`config.mk`:
```
export PLATFORM = sky130hd
export DESIGN_NAME = ls194_shift
export DESIGN_NICKNAME = d
export VERILOG_FILES = /design/src/rtl/ttl_pkg.sv /design/src/rtl/ttl_edge_det.sv /design/src/rtl/ls194_shift.sv
export SDC_FILE = /design/constraint.sdc
export NUM_CORES = 1
export LEC_CHECK = 0
export ABC_CLOCK_PERIOD_IN_PS = 1000
export BUFFER_PORTS_ARGS = -buffer_cell sky130_fd_sc_hd__buf_2
export CAP_MARGIN = 20
export CORE_AREA = 2 2 39 41
export CTS_CLUSTER_DIAMETER = 30
export DETAILED_ROUTE_END_ITERATION = 16
export DIE_AREA = 0 0 41 43
export SYNTH_ARGS = -nofsm -noshare
export SYNTH_HDL_FRONTEND = slang
export SYNTH_SLANG_ARGS = --single-unit
```
`constraint.sdc`:
```
create_clock -name clk -period 1 [get_ports clk]
set_clock_uncertainty 0.2 [all_clocks]
set_input_delay 0.2 -clock clk [delete_from_list [all_inputs] [get_ports clk]]
set_output_delay 0.2 -clock clk [all_outputs]
set_load 0.03 [all_outputs]
```
`src/rtl/ttl_pkg.sv`:
```
// Shared definitions for the clocked TTL chip models of the Pong netlist.
// Mode select codes follow the 74LS194 S1:S0 pin pair.
package ttl_pkg;

   typedef logic [1:0] mode_t;

   localparam mode_t MODE_HOLD = 2'b00;
   localparam mode_t MODE_SR   = 2'b01;
   localparam mode_t MODE_SL   = 2'b10;
   localparam mode_t MODE_LOAD = 2'b11;

endpackage

```
`src/rtl/ttl_edge_det.sv`:
```
// Synchroniser plus rising-edge detector for a TTL chip clock pin sampled by
// the system clock. edge_o is the combinational pulse, rise_o its registered copy.
module ttl_edge_det #(
   parameter int unsigned STAGES = 2
) (
   input  logic clk,
   input  logic rst_n,
   input  logic d_i,
   output logic edge_o,
   output logic rise_o
);

   logic [STAGES-1:0] sync_q;
   logic [STAGES-1:0] vld_q;
   logic              hist_q;
   logic              armed_q;
   logic              rise_q;
   logic              sync_out;

   assign sync_out = sync_q[STAGES-1];
   // A high pin seen straight out of reset is not an edge: the detector only
   // arms once a genuine low sample has travelled through the synchroniser.
   assign edge_o   = sync_out & ~hist_q & armed_q;
   assign rise_o   = rise_q;

   always_ff @(posedge clk or negedge rst_n) begin
      if (!rst_n) begin
         sync_q  <= '0;
         vld_q   <= '0;
         hist_q  <= 1'b0;
         armed_q <= 1'b0;
         rise_q  <= 1'b0;
      end else begin
         sync_q[0] <= d_i;
         vld_q[0]  <= 1'b1;
         for (int i = 1; i < int'(STAGES); i++) begin
            sync_q[i] <= sync_q[i-1];
            vld_q[i]  <= vld_q[i-1];
         end
         hist_q  <= sync_out;
         armed_q <= armed_q | (vld_q[STAGES-1] & ~sync_out);
         rise_q  <= edge_o;
      end
   end

endmodule

```
`src/rtl/ls194_shift.sv`:
```
// 74LS194 4-bit bidirectional universal shift register on the system clock.
// LS194_PIN_CLOCK_EN defined: cp is edge-detected; undefined: cp is a clock enable.
module ls194_shift
   import ttl_pkg::*;
#(
   parameter int unsigned WIDTH          = 4,
   parameter int unsigned CP_SYNC_STAGES = 2
) (
   input  logic             clk,
   input  logic             rst_n,
   input  logic             mr_n,
   input  logic             cp,
   input  logic             s0,
   input  logic             s1,
   input  logic             dsr,
   input  logic             dsl,
   input  logic [WIDTH-1:0] p,
   output logic [WIDTH-1:0] q,
   output logic             cp_rise
);

   if (CP_SYNC_STAGES < 1 || CP_SYNC_STAGES > 3) begin : g_bad_stages
      $error("ls194_shift: CP_SYNC_STAGES must be 1..3");
   end

   logic             adv;
   mode_t            mode;
   logic [WIDTH-1:0] q_d;
   logic [WIDTH-1:0] q_q;

`ifdef LS194_PIN_CLOCK_EN
   ttl_edge_det #(
      .STAGES (CP_SYNC_STAGES)
   ) u_cp_edge (
      .clk    (clk),
      .rst_n  (rst_n),
      .d_i    (cp),
      .edge_o (adv),
      .rise_o (cp_rise)
   );
`else
   logic cp_q;

   always_ff @(posedge clk or negedge rst_n) begin
      if (!rst_n) cp_q <= 1'b0;
      else        cp_q <= cp;
   end

   assign adv     = cp;
   assign cp_rise = cp_q;
`endif

   assign mode = {s1, s0};

   // Chip master reset outranks any clock edge landing on the same cycle.
   always_comb begin
      q_d = q_q;
      if (!mr_n) begin
         q_d = '0;
      end else if (adv) begin
         case (mode)
            MODE_SR:   q_d = {q_q[WIDTH-2:0], dsr};
            MODE_SL:   q_d = {dsl, q_q[WIDTH-1:1]};
            MODE_LOAD: q_d = p;
            default:   q_d = q_q;
         endcase
      end
   end

   always_ff @(posedge clk or negedge rst_n) begin
      if (!rst_n) q_q <= '0;
      else        q_q <= q_d;
   end

   assign q = q_q;

endmodule
```
======== After elaboration in Yosys (flattened, before gate mapping) ========
Cells that the tools add are included.
cells by class
  divide/modulo/power cells ............... 0
  multiply operators ...................... 0
  add/subtract/negate cells ............... 0
  bitwise gates (word level) .............. 0
  shifts and indexed selects .............. 0
  equal/unequal tests ..................... 5
  reductions and logical operators ........ 1
  magnitude comparators ................... 0
  multiplexer cells ....................... 3
operators by type and width
  cell                                                 number
  case mux 4 bit (3 select lines)                      1
  two-way mux 4 bit                                    2
  equality test 2 bit, second input constant           2
  != test 4 x 1 -> 1 bit, second input constant        1
  equality test 2 x 1 -> 1 bit, second input constant  1
  != test 2 x 1 -> 1 bit, second input constant        1
  AND reduction 2 bit                                  1
word-level totals
  RAM bits ................................ 0
  memories ................................ 0
  ROM bits ................................ 0
  register bits after elaboration ......... 5
  input bits .............................. 12
  output and inout port bits .............. 5
  bits in latches ......................... 0
  word-level logic and storage cells ...... 11

======== Depth between registers and ports, before layout ========
  depth in word-level cells ............... 4
  depth in mapped cells ................... 4
  depth with buffers taken out ............ 3

======== Worst setup path before layout ========
Ideal clock, no wire load.
  kind .................................... register -> register
  start point ............................. reg q_q[2] (netlist: q[2])
  end point ............................... reg q_q[1] (netlist: q[1])
  required time ........................... 0.734 ns
  cell stages (with the launch flop) ...... 4
  path buffers ............................ 0
  slack ................................... -0.230 ns
  period minus slack after synthesis ...... 1.230 ns
  library setup time ...................... 0.066 ns
  arrival ................................. 0.964 ns
  cell sequence ........................... dfrtp_1 > mux2i_1 > a211oi_1 > a31o_1
on the way
  word-level cells in the longest chain between the ends .. 3
ends and longest elaborated chain
  what                             line               text
  start, declared                  ls194_shift.sv:29  logic [WIDTH-1:0] q_q;
  start signal, assigned           ls194_shift.sv:72  else q_q <= q_d;
  case mux 4 bit (3 select lines)  ls194_shift.sv:61  case (mode)
  two-way mux 4 bit                ls194_shift.sv:60  end else if (adv) begin
  two-way mux 4 bit                ls194_shift.sv:58  if (!mr_n) begin
Every way passes these cells. The select of a mux whose other input is x is not followed.
A chain may end at the register's enable or synchronous reset.

======== Final worst setup path ========
  start point ............................. reg q_q[2] (netlist: q[2])
  end point ............................... out q[2]
RTL lines
  what           line               text
  end, declared  ls194_shift.sv:18  output logic [WIDTH-1:0] q,
No word-level cell between the ends.

==> metrics.md <==
| Metric | Value |
|---|---|
| Setup WS post-layout | `-296 ps` |
| Slowest Stage Delay on Critical Path | `between 400 and 500 ps` |
| Final setup violation count | `9` |
| Synthesized cell area | `283 um2` |
| Sequential fraction of the synthesis area | `0.442` |
| Initial antenna violation count | `0` |
| Worst IR Drop VDD | `roughly 0.52 mV` |
| Final Max Slew Viols | `0` |
| Drt initial violations | `4` |
| Root Buffer Master | `clkbuf_4` |
| WS Path Type | `reg -> out` |
| Reg clk slew, reported paths | `40 ps` |
| GRT Total Usage | `0.132` |
| P_leak | `approximately 0.00027 uW` |
| Initial Util | `0.204` |
| GR Overflow Total | `0` |
| Final hold violation count | `0` |
| Number of antenna diodes | `0` |
| Number of DRC violations after detailed routing | `0` |
| Die H | `43 um` |
| Drt wl/cell | `between 10 and 15 um` |
| Max FO, Critical Path | `2` |
| Core area | `between 0.001 and 0.0015 mm2` |
| CTS buffer count | `3` |
| Setup tns final | `-2200 ps` |
| Area delta synth->final | `107%` |
| Most used cell, CP | `buf_6` |
| Routed vias | `approximately 320` |
| Post-layout nets | `70` |
| H-tree lvl count | `1` |
| Violated checks | `setup timing` |
| Syn nets | `36` |
| Vias per inst | `4.40` |
| Tightest Pin Transition | `about 250 ps` |
| Post-layout minimum cycle time | `between 1000 and 1500 ps` |
| CTS Sinks | `5` |
| Pre-Repair DR Iteration Count | `2` |
| IO Count | `17` |
| Gpl congestion | `0.627` |
| Hold WC Path Type | `in -> async` |
| Crit end category | `output port` |
| CP arrival | `900 ps` |
| Post-Syn Instances | `24` |
| Worst slew margin | `0.832` |
| Max frequency | `roughly 770 MHz` |
| CP Cell Sequence | `buf_6 -> buf_6` |
| Post-route ant nets | `0` |
| CP max stage cell | `dfrtp_2` |
| Layout cell share with drive strength beyond 1 | `0.719` |
| RSZ-0062 raised after global routing | `yes` |
| Post-synthesis cell type count | `8` |
| Tcrit/Tclk final | `1.30` |
| Num rows | `14` |
| Max cap viols | `0` |
| Buffers on Ports | `16` |
| Design Power | `around 660 uW` |
| DIE AREA | `about 0.0018 mm2` |
| Filler Cells Inserted | `roughly 140` |
| Die Wd | `between 40 and 50 um` |
| WL final | `just under 900 um` |
| Yosys Warn Count | `0` |
| Vias in the first global route | `339` |
| Startpoint types | `register` |
| Max Buffers Root-to-Sink | `2` |
| WP data required | `~600 ps` |
| Status | `complete, but fails checks` |
| Power Density | `between 1000 and 1500 mW/mm2` |
| Largest net degree at the start of global routing | `9` |
| Syn avg cell area | `about 12 um2` |
| CTS tree | `done` |
| Seq cells post-synth | `5` |
| Global-route wire length before repair | `between 1.5 and 2 mm` |
| Worst skew pair latency | `roughly 240 ps` |
[metrics by stage]
stage	area (um2)	hold WS [ps]	setup slack, ps	cells	util
after floorplan	288	-296	-174	24	-
after global placement	439	-178	-195	63	0.317
after detailed placement	439	-176	-192	63	0.317
after CTS	562	99.5	-295	72	0.406
after global routing	586	126	-323	73	0.423
final	586	106	-296	73	0.423
[timing repair]
item / CTS / global route
setup endpoints to repair: 9 / 9
pin swaps: 1 / 2
hold endpoints to repair: 6 / 0
setup buffers: 3 / 1
hold buffers: 2 / 0
resized for setup: 17 / 4
[logic make-up after synthesis]
| logic type | Yosys count | synth area share |
|---|---|---|
| compound gates | 13 | 0.358 |
| buf+inv | 2 | 0.0575 |
| flops | 5 | 0.442 |
| mux | 4 | 0.142 |
[cell usage in the layout (no fill, tap or decap), drive strengths merged]
| cell type | instances |
|---|---|
| a31o | 4 |
| dlygate4sd3 | 2 |
| clkbuf | 4 |
| dfrtp | 5 |
| a211oi | 4 |
| o21ai | 5 |
| mux2i | 4 |
| buf | 29 |
[flip-flops by register name (all words and copies together) (netlist names)]
| signal | count |
|---|---|
| cp_rise | 1 |
| q | 4 |
[worst paths after layout]
check | startpoint | to | slack (ps) | depth (start not counted)
worst max-delay path | q[2] | q[2] | -300 | 2
worst min-delay path | rst_n | q[2] | 110 | 2
worst max register to register | q[1] | q[0] | -280 | 4
worst min register to register | q[3] | q[3] | 410 | 2
max in group asynchronous | rst_n | q[3] | 340 | 2
min in group clk | mr_n | q[1] | 190 | 3
[synth_stat cells, drive strengths merged]
library cell  number  share of area
o21ai              5           0.13
mux2i              4           0.14
dfrtp              5           0.44
a31o               4           0.12
buf                2          0.058
a211oi             4           0.11
[worst max-delay path, delay by kind of cell (launching register included)]
| kind | cells | cell delay (ps) |
|---|---|---|
| DFF | 1 | 410 |
| buffers and inverters | 2 | 250 |
[final cells by class]
class                   instances  area [um2]  area share
multi-input cells              17         158       0.269
flip-flops and latches          5         130       0.222
well taps                      16        20.0      0.0342
clock buffers                   4        26.3      0.0449
repair buffers                 31         251       0.429
[routing by layer]
layer,global-route usage,up-vias,part of all wire
met5,0,-,0
met4,0.100,0,0.032
met3,0.0471,4,0.044
met2,0.188,7,0.52
met1,0.155,147,0.41
li1,-,163,-
[power breakdown]
part           internal, uW  switching [uW]  leakage, uW
Clock                   151            79.1    0.0000150
Combinational           112            91.9     0.000197
Sequential              217            8.10    0.0000597
Total                   479             179     0.000272
Power figures use the tool's default switching activity.
